===== src/rtl/column_stream_writer.sv =====
// Column record feeder for the column decoder: sanitises wall geometry, buffers
// records in a small FIFO and emits each column as a hi/lo pair of 16-bit writes.
module column_stream_writer #(
  parameter int FIFO_DEPTH = 8,
  parameter int NUM_COLS   = 640,
  parameter int WRITE_GAP  = 0,
  parameter int FRAME_GAP  = 4
) (
  input  logic        clk,
  input  logic        reset,
  input  logic        in_valid,
  output logic        in_ready,
  input  logic [27:0] in_coldata,
  output logic        chipselect,
  output logic        write,
  output logic [15:0] writedata,
  output logic [9:0]  col_count,
  output logic        frame_done,
  output logic        busy
);

  localparam int AW      = $clog2(FIFO_DEPTH);
  localparam int GAP_MAX = (WRITE_GAP > FRAME_GAP) ? WRITE_GAP : FRAME_GAP;
  localparam int CW      = $clog2(GAP_MAX + 1);
  localparam logic [CW-1:0] WG_LAST   = CW'((WRITE_GAP > 0) ? WRITE_GAP - 1 : 0);
  localparam logic [CW-1:0] FG_LAST   = CW'(FRAME_GAP - 1);
  localparam logic [9:0]    COLS_LAST = 10'(NUM_COLS);

  typedef enum logic [2:0] {
    ST_IDLE,
    ST_WR_HI,
    ST_GAP_A,
    ST_WR_LO,
    ST_GAP_B,
    ST_FRAME_GAP
  } state_t;

  // Stored record layout matches the input: {top, dir, tex, height, offset}.
  function automatic logic [27:0] sanitise(input logic [27:0] rec);
    logic [8:0] top;
    logic [8:0] hgt;
    logic [9:0] sum;
    top = rec[27:19];
    if (top > 9'd479) top = 9'd479;
    hgt = rec[14:6];
    sum = {1'b0, top} + {1'b0, hgt};
    if (sum > 10'd480) hgt = 9'(10'd480 - {1'b0, top});
    return {top, rec[18:15], hgt, rec[5:0]};
  endfunction

  function automatic logic [15:0] hi_word(input logic [27:0] rec);
    return {3'b000, rec[27:15]};
  endfunction

  function automatic logic [15:0] lo_word(input logic [27:0] rec);
    return {1'b0, rec[14:0]};
  endfunction

  logic [27:0]   mem_q [FIFO_DEPTH];
  logic [AW:0]   wr_ptr_q, rd_ptr_q;
  logic          fifo_full, fifo_empty, push, pop;
  logic [27:0]   head;
  logic [27:0]   rec_q;

  state_t        state_q, state_d;
  logic [CW-1:0] cnt_q, cnt_d;
  logic [9:0]    col_q, col_d;
  logic          write_q, write_d;
  logic [15:0]   wdata_q, wdata_d;
  logic          fd_q, fd_d;

  assign fifo_empty = (wr_ptr_q == rd_ptr_q);
  assign fifo_full  = (wr_ptr_q[AW] != rd_ptr_q[AW]) &&
                      (wr_ptr_q[AW-1:0] == rd_ptr_q[AW-1:0]);
  assign in_ready   = !fifo_full;
  assign push       = in_valid && in_ready;
  assign head       = mem_q[rd_ptr_q[AW-1:0]];

  always_ff @(posedge clk) begin
    if (push) mem_q[wr_ptr_q[AW-1:0]] <= sanitise(in_coldata);
    if (pop)  rec_q <= head;
  end

  always_ff @(posedge clk or posedge reset) begin
    if (reset) begin
      wr_ptr_q <= '0;
      rd_ptr_q <= '0;
    end else begin
      if (push) wr_ptr_q <= wr_ptr_q + (AW+1)'(1);
      if (pop)  rd_ptr_q <= rd_ptr_q + (AW+1)'(1);
    end
  end

  // The record is popped on every entry into WR_HI, so a hi word is never
  // issued without its lo word following unless reset intervenes.
  always_comb begin
    state_d = state_q;
    cnt_d   = cnt_q;
    col_d   = col_q;
    pop     = 1'b0;
    case (state_q)
      ST_IDLE: begin
        if (!fifo_empty) begin
          state_d = ST_WR_HI;
          pop     = 1'b1;
        end
      end
      ST_WR_HI: begin
        if (WRITE_GAP > 0) begin
          state_d = ST_GAP_A;
          cnt_d   = '0;
        end else begin
          state_d = ST_WR_LO;
        end
      end
      ST_GAP_A: begin
        if (cnt_q == WG_LAST) state_d = ST_WR_LO;
        else                  cnt_d   = cnt_q + CW'(1);
      end
      ST_WR_LO: begin
        if (col_q == COLS_LAST) begin
          state_d = ST_FRAME_GAP;
          cnt_d   = '0;
        end else if (WRITE_GAP > 0) begin
          state_d = ST_GAP_B;
          cnt_d   = '0;
        end else if (!fifo_empty) begin
          state_d = ST_WR_HI;
          pop     = 1'b1;
        end else begin
          state_d = ST_IDLE;
        end
      end
      ST_GAP_B: begin
        if (cnt_q == WG_LAST) begin
          if (!fifo_empty) begin
            state_d = ST_WR_HI;
            pop     = 1'b1;
          end else begin
            state_d = ST_IDLE;
          end
        end else begin
          cnt_d = cnt_q + CW'(1);
        end
      end
      ST_FRAME_GAP: begin
        if (cnt_q == FG_LAST) state_d = ST_IDLE;
        else                  cnt_d   = cnt_q + CW'(1);
      end
      default: state_d = ST_IDLE;
    endcase

    // Registered outputs are derived from the next state so they line up with it.
    fd_d = (state_d == ST_FRAME_GAP) && (cnt_d == FG_LAST);
    if (fd_d)                        col_d = '0;
    else if (state_d == ST_WR_LO)    col_d = col_q + 10'd1;

    write_d = (state_d == ST_WR_HI) || (state_d == ST_WR_LO);
    if (state_d == ST_WR_HI)       wdata_d = hi_word(head);
    else if (state_d == ST_WR_LO)  wdata_d = lo_word(rec_q);
    else                           wdata_d = '0;
  end

  always_ff @(posedge clk or posedge reset) begin
    if (reset) begin
      state_q <= ST_IDLE;
      cnt_q   <= '0;
      col_q   <= '0;
      write_q <= 1'b0;
      wdata_q <= '0;
      fd_q    <= 1'b0;
    end else begin
      state_q <= state_d;
      cnt_q   <= cnt_d;
      col_q   <= col_d;
      write_q <= write_d;
      wdata_q <= wdata_d;
      fd_q    <= fd_d;
    end
  end

  assign write      = write_q;
  assign chipselect = write_q;
  assign writedata  = wdata_q;
  assign col_count  = col_q;
  assign frame_done = fd_q;
  assign busy       = !fifo_empty || (state_q != ST_IDLE);

endmodule


===== config.mk =====
export PLATFORM = sky130hd
export DESIGN_NAME = column_stream_writer
export DESIGN_NICKNAME = d
export VERILOG_FILES = /design/src/rtl/column_stream_writer.sv
export SDC_FILE = /design/constraint.sdc
export NUM_CORES = 1
export LEC_CHECK = 0
export ABC_AREA = 1
export BUFFER_PORTS_ARGS = -buffer_cell sky130_fd_sc_hd__buf_2
export CAP_MARGIN = 5
export CORE_ASPECT_RATIO = 1.75
export CORE_MARGIN = 5
export CORE_UTILIZATION = 35
export DETAILED_ROUTE_END_ITERATION = 12
export HOLD_SLACK_MARGIN = 0.05
export PLACE_DENSITY = 0.49
export SYNTH_ARGS = -nofsm -noshare
export SYNTH_HDL_FRONTEND = slang
export SYNTH_SLANG_ARGS = --single-unit

===== constraint.sdc =====
create_clock -name clk -period 4.7 [get_ports clk]
set_input_delay 1.175 -clock clk [delete_from_list [all_inputs] [get_ports clk]]
set_output_delay 1.175 -clock clk [all_outputs]
set_load 0.005 [all_outputs]

==> run_results.csv, run 1 <==
group,metric,value,unit
final_layout,fillerInstances,3225,
logic_synthesis,synth_flop_cell,"edfxtp_1",
logic_synthesis,yosys_warnings,0,
sta,slew_violations,0,
routing,totalWireLength,30.54,mm
sta,slew_headroom,35.26,%
sta,final_hold_viol_count,0,
routing,drt-pass1-iter-count,5,
clocking,cts_sinks,280,
logic_synthesis,ys_top_cells_by_count,"edfxtp_1 (239), nand2_1 (197), nor2_1 (193)",
sta,rsz0062_at_grt,"false",
routing,drc,0,
final_layout,area_growth_syn_to_layout,14.53,%
floorplan,die_area,38510,sq um
logic_synthesis,synth.cell_area,12090,sq um
logic_synthesis,ys_seq_elements,280,
global_routing,antenna_found_initial,0,
worst_hold_path,holdCritPathClass,"register to register",
clocking,tritoncts,"done",
routing,wl_per_cell,18.89,microns
logic_synthesis,syn_avg_cell_area,11.23,sq um
floorplan,rows,90,
global_routing,grt.total_usage,15.83,%
floorplan,pin_count,62,
clocking,post_cts_buffers,0,
floorplan,die_h,255.9,microns
pwr,power.total,8739,uW
worst_setup_path,crit_path_end_kind,"register",
logic_synthesis,synth.area.top_cells,"edfxtp_1 (59%), dfrtp_1 (8.5%), nand2_1 (6.1%)",
global_routing,grt-ovfl-total,0,
final_layout,utilization,40.32,%
pwr,p_per_area,631.0,nW/um^2
logic_synthesis,ys_async_sr_fraction,14.64,%
logic_synthesis,syn_nets,1128,
floorplan,initial_core_util,35.21,%
worst_setup_path,worstPathArrival,4.10,ns
flow_run,cap_violations,0,
pwr,ir_worst_vdd,0.3618,mV
clocking,cts.repair.resized,0,
status,status,"finished clean",
sta,fmax,265.3,MHz
placement,globalplace.congestion,0.8262,
routing,vias,7866,
pwr,leakage,0.005367,uW
worst_setup_path,cp-start-kind,"input pin",
sta,holdWs,0.4693,ns
floorplan,die_w,150.5,microns
sta,post-route-min-period,3.770,ns
clocking,htree_levels,1,
logic_synthesis,yosys.area.top_type,"edfxtp_1",
sta,period_share,80.21,%
logic_synthesis,synth_edf_count,239,
clocking,path_clk_slew,0.06,ns
global_routing,grt_max_degree,69,
clocking,postCtsHoldBufs,0,
final_layout,final_nets,1188,
worst_setup_path,cp_max_fo,13,
logic_synthesis,synth_top_area_share,59.35,%
worst_setup_path,worst-setup-path-type,"input pin to register",
routing,antenna_left,0,
routing,via_per_inst,4.865,
logic_synthesis,synthDistinctLibCells,40,
sta,tightest_slew,0.9675,ns
sta,setup_viol,0,
logic_synthesis,synth.most_common_cell,"edfxtp_1",
final_layout,drive_gt1_share,14.87,%
final_layout,final_cell_area,13850,sq um
global_routing,grt_pass1_vias,7757,
placement,dpl_cell_area,13000,sq um
clocking,insertion_delay,0.54,ns
floorplan,core,34350,sq um
clocking,clk_path_buf_depth,3,
worst_setup_path,required,5.03,ns
sta,clock-skew-final,0.01519,ns
logic_synthesis,netlist_instances,1077,
placement,io_buffers,60,
sta,setup_tns,0,ns
clocking,root_buffer,"clkbuf_16",
final_layout,antenna_cells,0,
placement,dp_hpwl,19.10,mm
global_routing,grt_pass1_wl,46.32,mm
logic_synthesis,yosysSeqAreaShare,67.84,%
routing,drt-initial-drc-count,474,
clocking,cts_buffers,27,
-- worst paths after layout --
| check | startpoint | endpoint | slack (ns) | depth (start not counted) |
|---|---|---|---|---|
| setup / recovery | in_coldata[25] | mem_q[3][8]$_DFFE_PP_ | 0.93 | 18 |
| hold / removal | rec_q[3]$_DFFE_PP_ | writedata[3]$_DFF_PP0_ | 0.47 | 1 |
| setup reg to reg | rd_ptr_q[0]$_DFFE_PP0P_ | mem_q[5][24]$_DFFE_PP_ | 1.80 | 8 |
| hold reg to reg | rec_q[3]$_DFFE_PP_ | writedata[3]$_DFF_PP0_ | 0.47 | 1 |
| max in group asynchronous | reset | rd_ptr_q[0]$_DFFE_PP0P_ | 3.20 | 2 |
| min in group asynchronous | reset | state_q[1]$_DFF_PP0_ | 0.83 | 2 |
-- cells in the final DEF, fill, tap and decap left out, drive strengths merged --
cell,Yosys,layout
a21oi,9,9
fa,1,1
nand4,11,11
dfrtp,41,41
xor2,10,10
o311ai,8,8
xnor2,4,4
a31oi,21,21
nor2b,1,1
bufinv,0,3
nor2,208,208
nand2,213,213
o22ai,28,28
edfxtp,239,239
inv,70,72
o211ai,1,1
nand3b,3,3
buf,23,79
clkbuf,25,33
or2,1,1
ha,19,19
o21ai,87,87
a22o,13,13
conb,1,1
o21bai,3,3
clkinv,1,12
nand3,33,33
nor3,3,3
-- cell type report --
class | count | area, sq um | share of cell area (%)
clock buffer | 33 | 698.2 | 5.042
clock inverter | 16 | 152.6 | 1.102
inverter | 71 | 266.5 | 1.924
multi-input combinational | 678 | 3456 | 24.95
sequential | 280 | 8207 | 59.26
tap | 460 | 575.6 | 4.156
timing repair buffer | 79 | 493.0 | 3.560
-- where the power goes --
| part | total, uW | switching, uW | internal [uW] |
|---|---|---|---|
| sequential | 3640 | 281 | 3360 |
| combinational | 2980 | 2050 | 930 |
| clock | 2120 | 901 | 1220 |
-- state kept, by name, summed over array words and instances, names as in the netlist --
signal and flops:
col_count 10, rec_q 15, frame_done 1, rd_ptr_q 4, state_q 3, writedata 15
chipselect 1, cnt_q 3, mem_q 224, wr_ptr_q 4
-- worst max-delay path, cell delays in order --
cell	delay, ns
buf_2	0.20
nand2_1	0.08
inv_1	0.07
nand3_1	0.21
inv_1	0.14
nor2_1	0.06
inv_1	0.20
ha_1	0.29
fa_1	0.44
nor2_1	0.11
nand2_1	0.06
nor2_1	0.08
nand3_1	0.08
nor2_1	0.21
nand4_4	0.22
nand2_4	0.18
nand2_1	0.06
nand2_1	0.22
-- cell families (layout without fill, tap and decap cells) --
group                      Yosys count  count (layout)  share of synthesized area [%]
AOI/OAI and AO/OA                  170             170                          8.495
xor gates and xnor gates            14              14                          1.014
adders and majority gates           20              20                          2.132
buffers and inverters              119             199                          4.056
DFF                                280             280                          67.84
other                                1               1                        0.03101
and+or+nand+nor                    473             473                          16.43
-- per-stage QoR --
step	instances	worst slack [ns]
2_1_floorplan	1077	1.079
3_3_place_gp	1568	0.4227
3_5_place_dp	1568	0.3605
4_1_cts	1617	0.9069
5_1_grt	1617	0.5260
6_report	1617	0.9302
-- layer usage --
metal  GRT usage [%]  routed length (microns)  vias up
met5               0                        0        -
met4           6.183                     1054        0
met3           2.037                     1143       63
met2           27.61                    15640      168
met1           19.70                    12700     3793
li1                -                        -     3842
No activity file was read; power rests on OpenSTA's default activity.
==> run 2, diff against run 1 <==
--- a/config.mk
+++ b/config.mk
@@ -5,7 +5,7 @@
 export SDC_FILE = /design/constraint.sdc
 export NUM_CORES = 1
 export LEC_CHECK = 0
-export ABC_AREA = 1
+export ABC_AREA = 0
 export BUFFER_PORTS_ARGS = -buffer_cell sky130_fd_sc_hd__buf_2
 export CAP_MARGIN = 5
 export CORE_ASPECT_RATIO = 1.75
@@ -13,7 +13,7 @@
 export CORE_UTILIZATION = 35
 export DETAILED_ROUTE_END_ITERATION = 12
 export HOLD_SLACK_MARGIN = 0.05
-export PLACE_DENSITY = 0.49
+export PLACE_DENSITY = 0.5
 export SYNTH_ARGS = -nofsm -noshare
 export SYNTH_HDL_FRONTEND = slang
 export SYNTH_SLANG_ARGS = --single-unit
==> constraint.sdc (replaced) <==
create_clock -name clk -period 3.6 [get_ports clk]
set_input_delay 0.9 -clock clk [delete_from_list [all_inputs] [get_ports clk]]
set_output_delay 0.9 -clock clk [all_outputs]
set_load 0.005 [all_outputs]
==> run 2 against run 1 <==
Global-route usage fell by 1.4 points. Flip-flop and latch count unchanged. First-iteration DRC count fell by 21%. Final cell count down 28%. Synthesized cell count fell by 40%. Critical path depth decreased by 4. Non-clock buffer count increased by 21. Power up 19%. Design area down 3.1%.
==> run_results.csv, run 2 <==
group,metric,value,unit
status,status,"finished clean",
pwr,ir_worst_vdd,0.3303,mV
logic_synthesis,syn_nets,692,
routing,drt-pass1-iter-count,4,
global_routing,grt_pass1_wl,39.75,mm
routing,drt-initial-drc-count,375,
logic_synthesis,synth.area.top_cells,"edfxtp_1 (62%), mux4_2 (11%), dfrtp_1 (8.9%)",
final_layout,area_growth_syn_to_layout,16.40,%
logic_synthesis,ys_top_cells_by_count,"edfxtp_1 (239), mux4_2 (56), nand2_1 (43)",
worst_setup_path,critPathMostFrequentCell,"a211oi_2",
placement,dpl_cell_area,12580,sq um
worst_setup_path,worst-setup-path-type,"input pin to register",
floorplan,die_w,147.2,microns
global_routing,grt_pass1_vias,6467,
global_routing,antenna_found_initial,0,
placement,dp_hpwl,16.06,mm
routing,vias,5915,
clocking,clk_path_buf_depth,3,
clocking,cts_sinks,280,
placement,io_buffers,60,
flow_run,cap_violations,0,
clocking,root_buffer,"clkbuf_16",
sta,slew_violations,0,
clocking,postCtsHoldBufs,0,
logic_synthesis,yosys_warnings,0,
clocking,path_clk_slew,0.06,ns
sta,final_hold_viol_count,0,
final_layout,final_common_cell,"edfxtp_1",
logic_synthesis,synth.most_common_cell,"edfxtp_1",
worst_setup_path,critPathBufInv,3,
final_layout,antenna_cells,0,
logic_synthesis,syn_avg_cell_area,17.98,sq um
global_routing,grt.total_usage,14.42,%
worst_setup_path,critical_path_cell_count,14,
routing,drc,0,
routing,totalWireLength,26.05,mm
worst_setup_path,cp_max_fo,9,
pwr,power.total,10420,uW
sta,clock-skew-final,0.009306,ns
worst_setup_path,cp_slowest_cell,"fa_2",
logic_synthesis,synth_flop_cell,"edfxtp_1",
sta,post-route-min-period,3.446,ns
logic_synthesis,synthDistinctLibCells,54,
floorplan,die_area,36810,sq um
final_layout,final_nets,786,
sta,fmax,290.2,MHz
pwr,p_per_area,776.3,nW/um^2
sta,period_share,95.72,%
worst_setup_path,rr_worst_depth,8,
worst_setup_path,crit_family,"compound AO/OA/AOI/OAI gates",
worst_setup_path,crit_path_end_kind,"register",
routing,antenna_left,0,
worst_setup_path,required,3.87,ns
logic_synthesis,netlist_instances,641,
routing,wl_per_cell,22.48,microns
global_routing,grt_max_degree,60,
floorplan,core,32810,sq um
clocking,cts_buffers,26,
sta,slew_headroom,39.75,%
clocking,htree_levels,1,
routing,via_per_inst,5.104,
worst_setup_path,path_cells,"buf_2 -> nand4_1 -> buf_4 -> nand2b_4 -> fa_2 -> a211oi_2 -> nor3b_1 -> o31ai_2 -> o311ai_1 -> maj3_2 -> a211oi_2 -> a211o_1 -> buf_12 -> mux2_4",
global_routing,grt-ovfl-total,0,
logic_synthesis,ys_async_sr_fraction,14.64,%
logic_synthesis,synth_top_area_share,62.26,%
floorplan,die_h,250.1,microns
logic_synthesis,synth.cell_area,11530,sq um
sta,setup_viol,0,
worst_setup_path,cp-start-kind,"input pin",
final_layout,utilization,40.89,%
placement,globalplace.congestion,0.8331,
sta,holdWs,0.4073,ns
logic_synthesis,ys_seq_elements,280,
final_layout,final_cell_area,13420,sq um
pwr,leakage,0.004780,uW
clocking,tritoncts,"done",
logic_synthesis,yosys.area.top_type,"edfxtp_1",
worst_setup_path,worstPathArrival,3.72,ns
logic_synthesis,synth_edf_count,239,
floorplan,rows,88,
sta,rsz0062_at_grt,"false",
sta,tightest_slew,0.9037,ns
floorplan,initial_core_util,35.13,%
logic_synthesis,yosysSeqAreaShare,71.16,%
final_layout,drive_gt1_share,31.96,%
final_layout,layout_common_cells,"edfxtp_1 (239), buf_2 (60), mux4_2 (56)",
final_layout,largest_reg_flops,224,
worst_hold_path,holdCritPathClass,"input pin to async pin",
clocking,insertion_delay,0.54,ns
floorplan,pin_count,62,
worst_setup_path,slowest_delay,0.38,ns
[run 2: what timing repair did]
action                                  4_1_cts  5_1_grt
gates resized for setup                       0        1
setup buffers                                 0        0
endpoints found under the setup margin        0       72
[run 2: where the power goes]
part           internal, uW  switching (uW)
Combinational          1340            1700
Sequential             4350             316
Clock                  1550            1150
[run 2: area by class of cell]
type,instances,area (sq um)
Fill cell,2922,19390
Sequential cell,280,8208
Multi-Input combinational cell,315,3206
Clock buffer,32,714.4
Timing Repair Buffer,100,613.1
Tap cell,405,506.7
Clock inverter,15,125.1
Inverter,12,45.04
[run 2: metal layers]
metal	track usage, %	routed length, microns	vias up	part of all wire [%]
met3	1.828	855	43	3.3
met2	27.78	14700	121	56
li1	-	-	2665	-
met1	16.20	9760	3086	37
met4	4.852	733	0	2.8
met5	0	0	-	0
[run 2: kinds of logic after synthesis]
| logic type | Yosys count | synth area share, % |
|---|---|---|
| other cells | 1 | 0.03253 |
| buf+inv | 46 | 1.693 |
| xor+xnor | 26 | 1.975 |
| simple gates | 125 | 5.123 |
| fa+ha+maj | 21 | 2.323 |
| flops | 280 | 71.16 |
| mux | 96 | 14.99 |
| compound gates | 46 | 2.703 |
[run 2: final timing paths]
check                                              start                       end  slack, ns
worst max register to register  col_count[6]$_DFFE_PP0P_  col_count[9]$_DFFE_PP0P_       1.08
worst min-delay path                               reset  col_count[7]$_DFFE_PP0P_       0.41
max in group asynchronous                          reset   rd_ptr_q[0]$_DFFE_PP0P_       2.47
min in group clk                      rec_q[1]$_DFFE_PP_    writedata[1]$_DFF_PP0_       0.47
worst max-delay path                      in_coldata[24]     mem_q[6][6]$_DFFE_PP_       0.15
worst min register to register        rec_q[1]$_DFFE_PP_    writedata[1]$_DFF_PP0_       0.47
[run 2: worst register-to-register path: cells and delay by family, from the launching register on]
family	cells	cell delay [ns]
flops	1	0.41
compound gates	2	0.38
simple gates	6	1.59
[run 2: per-stage QoR]
stage                     setup TNS, ns  instances  setup slack [ns]
after global routing                  0       1159          0.008579
after detailed placement         -32.17       1112           -0.4478
after floorplan                  -14.61        641           -0.2029
after global placement           -25.85       1112           -0.3648
after CTS                             0       1159            0.1187
final                                 0       1159            0.1542
==> run 3, diff against run 2 <==
--- a/config.mk
+++ b/config.mk
@@ -9,7 +9,7 @@
 export BUFFER_PORTS_ARGS = -buffer_cell sky130_fd_sc_hd__buf_2
 export CAP_MARGIN = 5
 export CORE_ASPECT_RATIO = 1.75
-export CORE_MARGIN = 5
+export CORE_MARGIN = 3
 export CORE_UTILIZATION = 35
 export DETAILED_ROUTE_END_ITERATION = 12
 export HOLD_SLACK_MARGIN = 0.05
==> run 3 against run 2 <==
Register-to-register slack about the same. Clock-buffer cell count up 4. Highest routed layer unchanged. Clock power is 5% higher. Hold slack better by 0.046 ns. Sequential power is 0.9% lower. Power increased by 1.5%. Wire length down 0.20%.
==> run_results.csv, run 3 (synthesis gave the netlist of run 2 again) <==
group,metric,value,unit
global_routing,grt-ovfl-total,0,
sta,tightest_slew,1.115,ns
pwr,leakage,0.004805,uW
floorplan,pin_count,62,
routing,totalWireLength,26.00,mm
final_layout,area_growth_syn_to_layout,17.14,%
floorplan,rows,87,
sta,slew_violations,0,
worst_setup_path,cp_slowest_cell,"fa_2",
worst_hold_path,holdCritPathClass,"register to register",
routing,highest_layer,"met4",
placement,dp.cells,1106,
sta,period_share,97.02,%
sta,slew_headroom,25.24,%
clocking,cts.repair.resized,0,
clocking,path_clk_slew,0.06,ns
floorplan,core,32330,sq um
sta,worst_slack,0.1075,ns
worst_setup_path,crit_path_end_kind,"register",
clocking,insertion_delay,0.53,ns
sta,final_hold_viol_count,0,
final_layout,largest_reg_flops,224,
worst_setup_path,crit_family,"compound AO/OA/AOI/OAI gates",
worst_setup_path,worstPathArrival,3.76,ns
flow_run,cap_violations,0,
clocking,cts_sinks,280,
sta,fmax,286.3,MHz
placement,place_ws,-0.5051,ns
worst_setup_path,cp_max_fo,9,
routing,met2WireLength,14.85,mm
worst_setup_path,regToRegStartpoint,"wr_ptr_q[0]$_DFFE_PP0P_",
placement,dp_hpwl,16.03,mm
worst_setup_path,reg2reg_slack,1.08,ns
worst_hold_path,hold_path_end,"writedata[13]$_DFF_PP0_",
sta,rsz0062_at_grt,"true",
worst_setup_path,critPathBufInv,3,
worst_hold_path,holdPathStages,1,
floorplan,die_h,246.1,microns
final_layout,final_nets,785,
final_layout,multi_input_area,3227,sq um
sta,setup_viol,0,
pwr,ir_worst_vdd,0.4447,mV
routing,via_per_inst,5.105,
routing,met3RoutedLength,818,microns
global_routing,grt_pass1_wl,39.79,mm
sta,clock-skew-final,0.009632,ns
status,status,"finished clean",
final_layout,fillerInstances,2865,
clocking,clk_path_buf_depth,3,
floorplan,die_w,143.2,microns
worst_setup_path,regToRegEndpoint,"mem_q[1][6]$_DFFE_PP_",
worst_setup_path,cp-start-kind,"input pin",
global_routing,antenna_found_initial,0,
clocking,root_buffer,"clkbuf_16",
global_routing,grt_max_degree,60,
placement,io_buffers,60,
worst_setup_path,slowest_delay,0.37,ns
sta,post-route-min-period,3.493,ns
worst_setup_path,worst-setup-path-type,"input pin to register",
final_layout,layout_common_cells,"edfxtp_1 (239), buf_2 (60), mux4_2 (56)",
placement,dpl_cell_area,12590,sq um
final_layout,regArea,8208,sq um
clocking,tritoncts,"done",
routing,wirelength_met1,9.866,mm
clocking,htree_levels,1,
routing,drc,0,
routing,wl_per_cell,22.53,microns
worst_setup_path,critPathMostFrequentCell,"a211oi_2",
worst_setup_path,path_cells,"buf_2 -> nand4_1 -> buf_4 -> nand2b_4 -> fa_2 -> a211oi_2 -> nor2_1 -> xor2_1 -> o311ai_1 -> maj3_2 -> a211oi_2 -> a211o_1 -> buf_12 -> mux2_4",
final_layout,final_cell_area,13500,sq um
routing,drt-pass1-iter-count,4,
pwr,p_per_area,782.9,nW/um^2
routing,drt-initial-drc-count,376,
floorplan,initial_core_util,35.66,%
routing,vias,5891,
placement,globalplace.congestion,0.8123,
worst_setup_path,required,3.87,ns
worst_hold_path,min-delay-start,"rec_q[13]$_DFFE_PP_",
global_routing,grt_pass1_vias,6586,
sta,holdWs,0.4536,ns
final_layout,final_common_cell,"edfxtp_1",
final_layout,antenna_cells,0,
routing,antenna_left,0,
floorplan,die_area,35230,sq um
final_layout,drive_gt1_share,32.23,%
worst_setup_path,rr_worst_depth,7,
clocking,post_cts_buffers,0,
final_layout,fin_cells,1154,
global_routing,grt.total_usage,15.10,%
clocking,postCtsHoldBufs,0,
clocking,cts_buffers,26,
[run 3: changes by cell type in the layout (fill, tap and decap cells not counted), moves of 2 or more]
| cell | previous run | this run |
|---|---|---|
| clkbuf_1 | 3 | 7 |
| buf_4 | 39 | 36 |
| clkinv_1 | 6 | 3 |
| buf_12 | 1 | 3 |
| bufinv_16 | 2 | 4 |
[run 3: report_power, final]
| part | internal (uW) | switching, uW | leakage, uW |
|---|---|---|---|
| Sequential | 4350 | 281 | 0.00268 |
| Clock | 1700 | 1130 | 0.000431 |
| Combinational | 1360 | 1740 | 0.00169 |
[run 3: metal layers]
metal  up-vias  GRT usage [%]
li1       2671              -
met2       111          29.33
met3        31          1.903
met1      3078          17.01
met5         -              0
met4         0          4.113
[run 3: worst max-delay path by stage]
stage	endpoint	slack [ns]	depth (start not counted)	from
after floorplan	mem_q[0][10]$_DFFE_PP_	-0.20	11	in_coldata[25]
after global placement	mem_q[0][14]$_DFFE_PP_	-0.39	14	in_coldata[24]
after detailed placement	mem_q[2][8]$_DFFE_PP_	-0.51	14	in_coldata[24]
after CTS	mem_q[1][8]$_DFFE_PP_	0.05	14	in_coldata[24]
after global routing	mem_q[1][8]$_DFFE_PP_	-0.04	14	in_coldata[26]
final	mem_q[1][8]$_DFFE_PP_	0.11	14	in_coldata[26]
[run 3: cell type report]
| class | count | share of cell area (%) |
|---|---|---|
| sequential | 280 | 60.79 |
| multi-input combinational | 315 | 23.90 |
| clock buffer | 36 | 5.402 |
| timing repair buffer | 99 | 4.670 |
| tap | 400 | 3.706 |
| clock inverter | 12 | 1.205 |
| inverter | 12 | 0.3336 |
[run 3: worst reg2reg max path: cells and delay by family, from the launching register on]
kind          cells  cell delay, ns
flops             1            0.58
simple gates      5            0.90
xor+xnor          1            0.19
buf+inv           1            0.48
[run 3: per-stage QoR]
| step | util [%] | setup TNS [ns] | total power (uW) |
|---|---|---|---|
| 2_1_floorplan | - | -14.61 | 6704 |
| 3_3_place_gp | 38.94 | -27.43 | 7825 |
| 3_5_place_dp | 38.94 | -36.17 | 7919 |
| 4_1_cts | 41.70 | 0 | 10790 |
| 5_1_grt | 41.77 | -2.131 | 11160 |
| 6_report | 41.77 | 0 | 10570 |
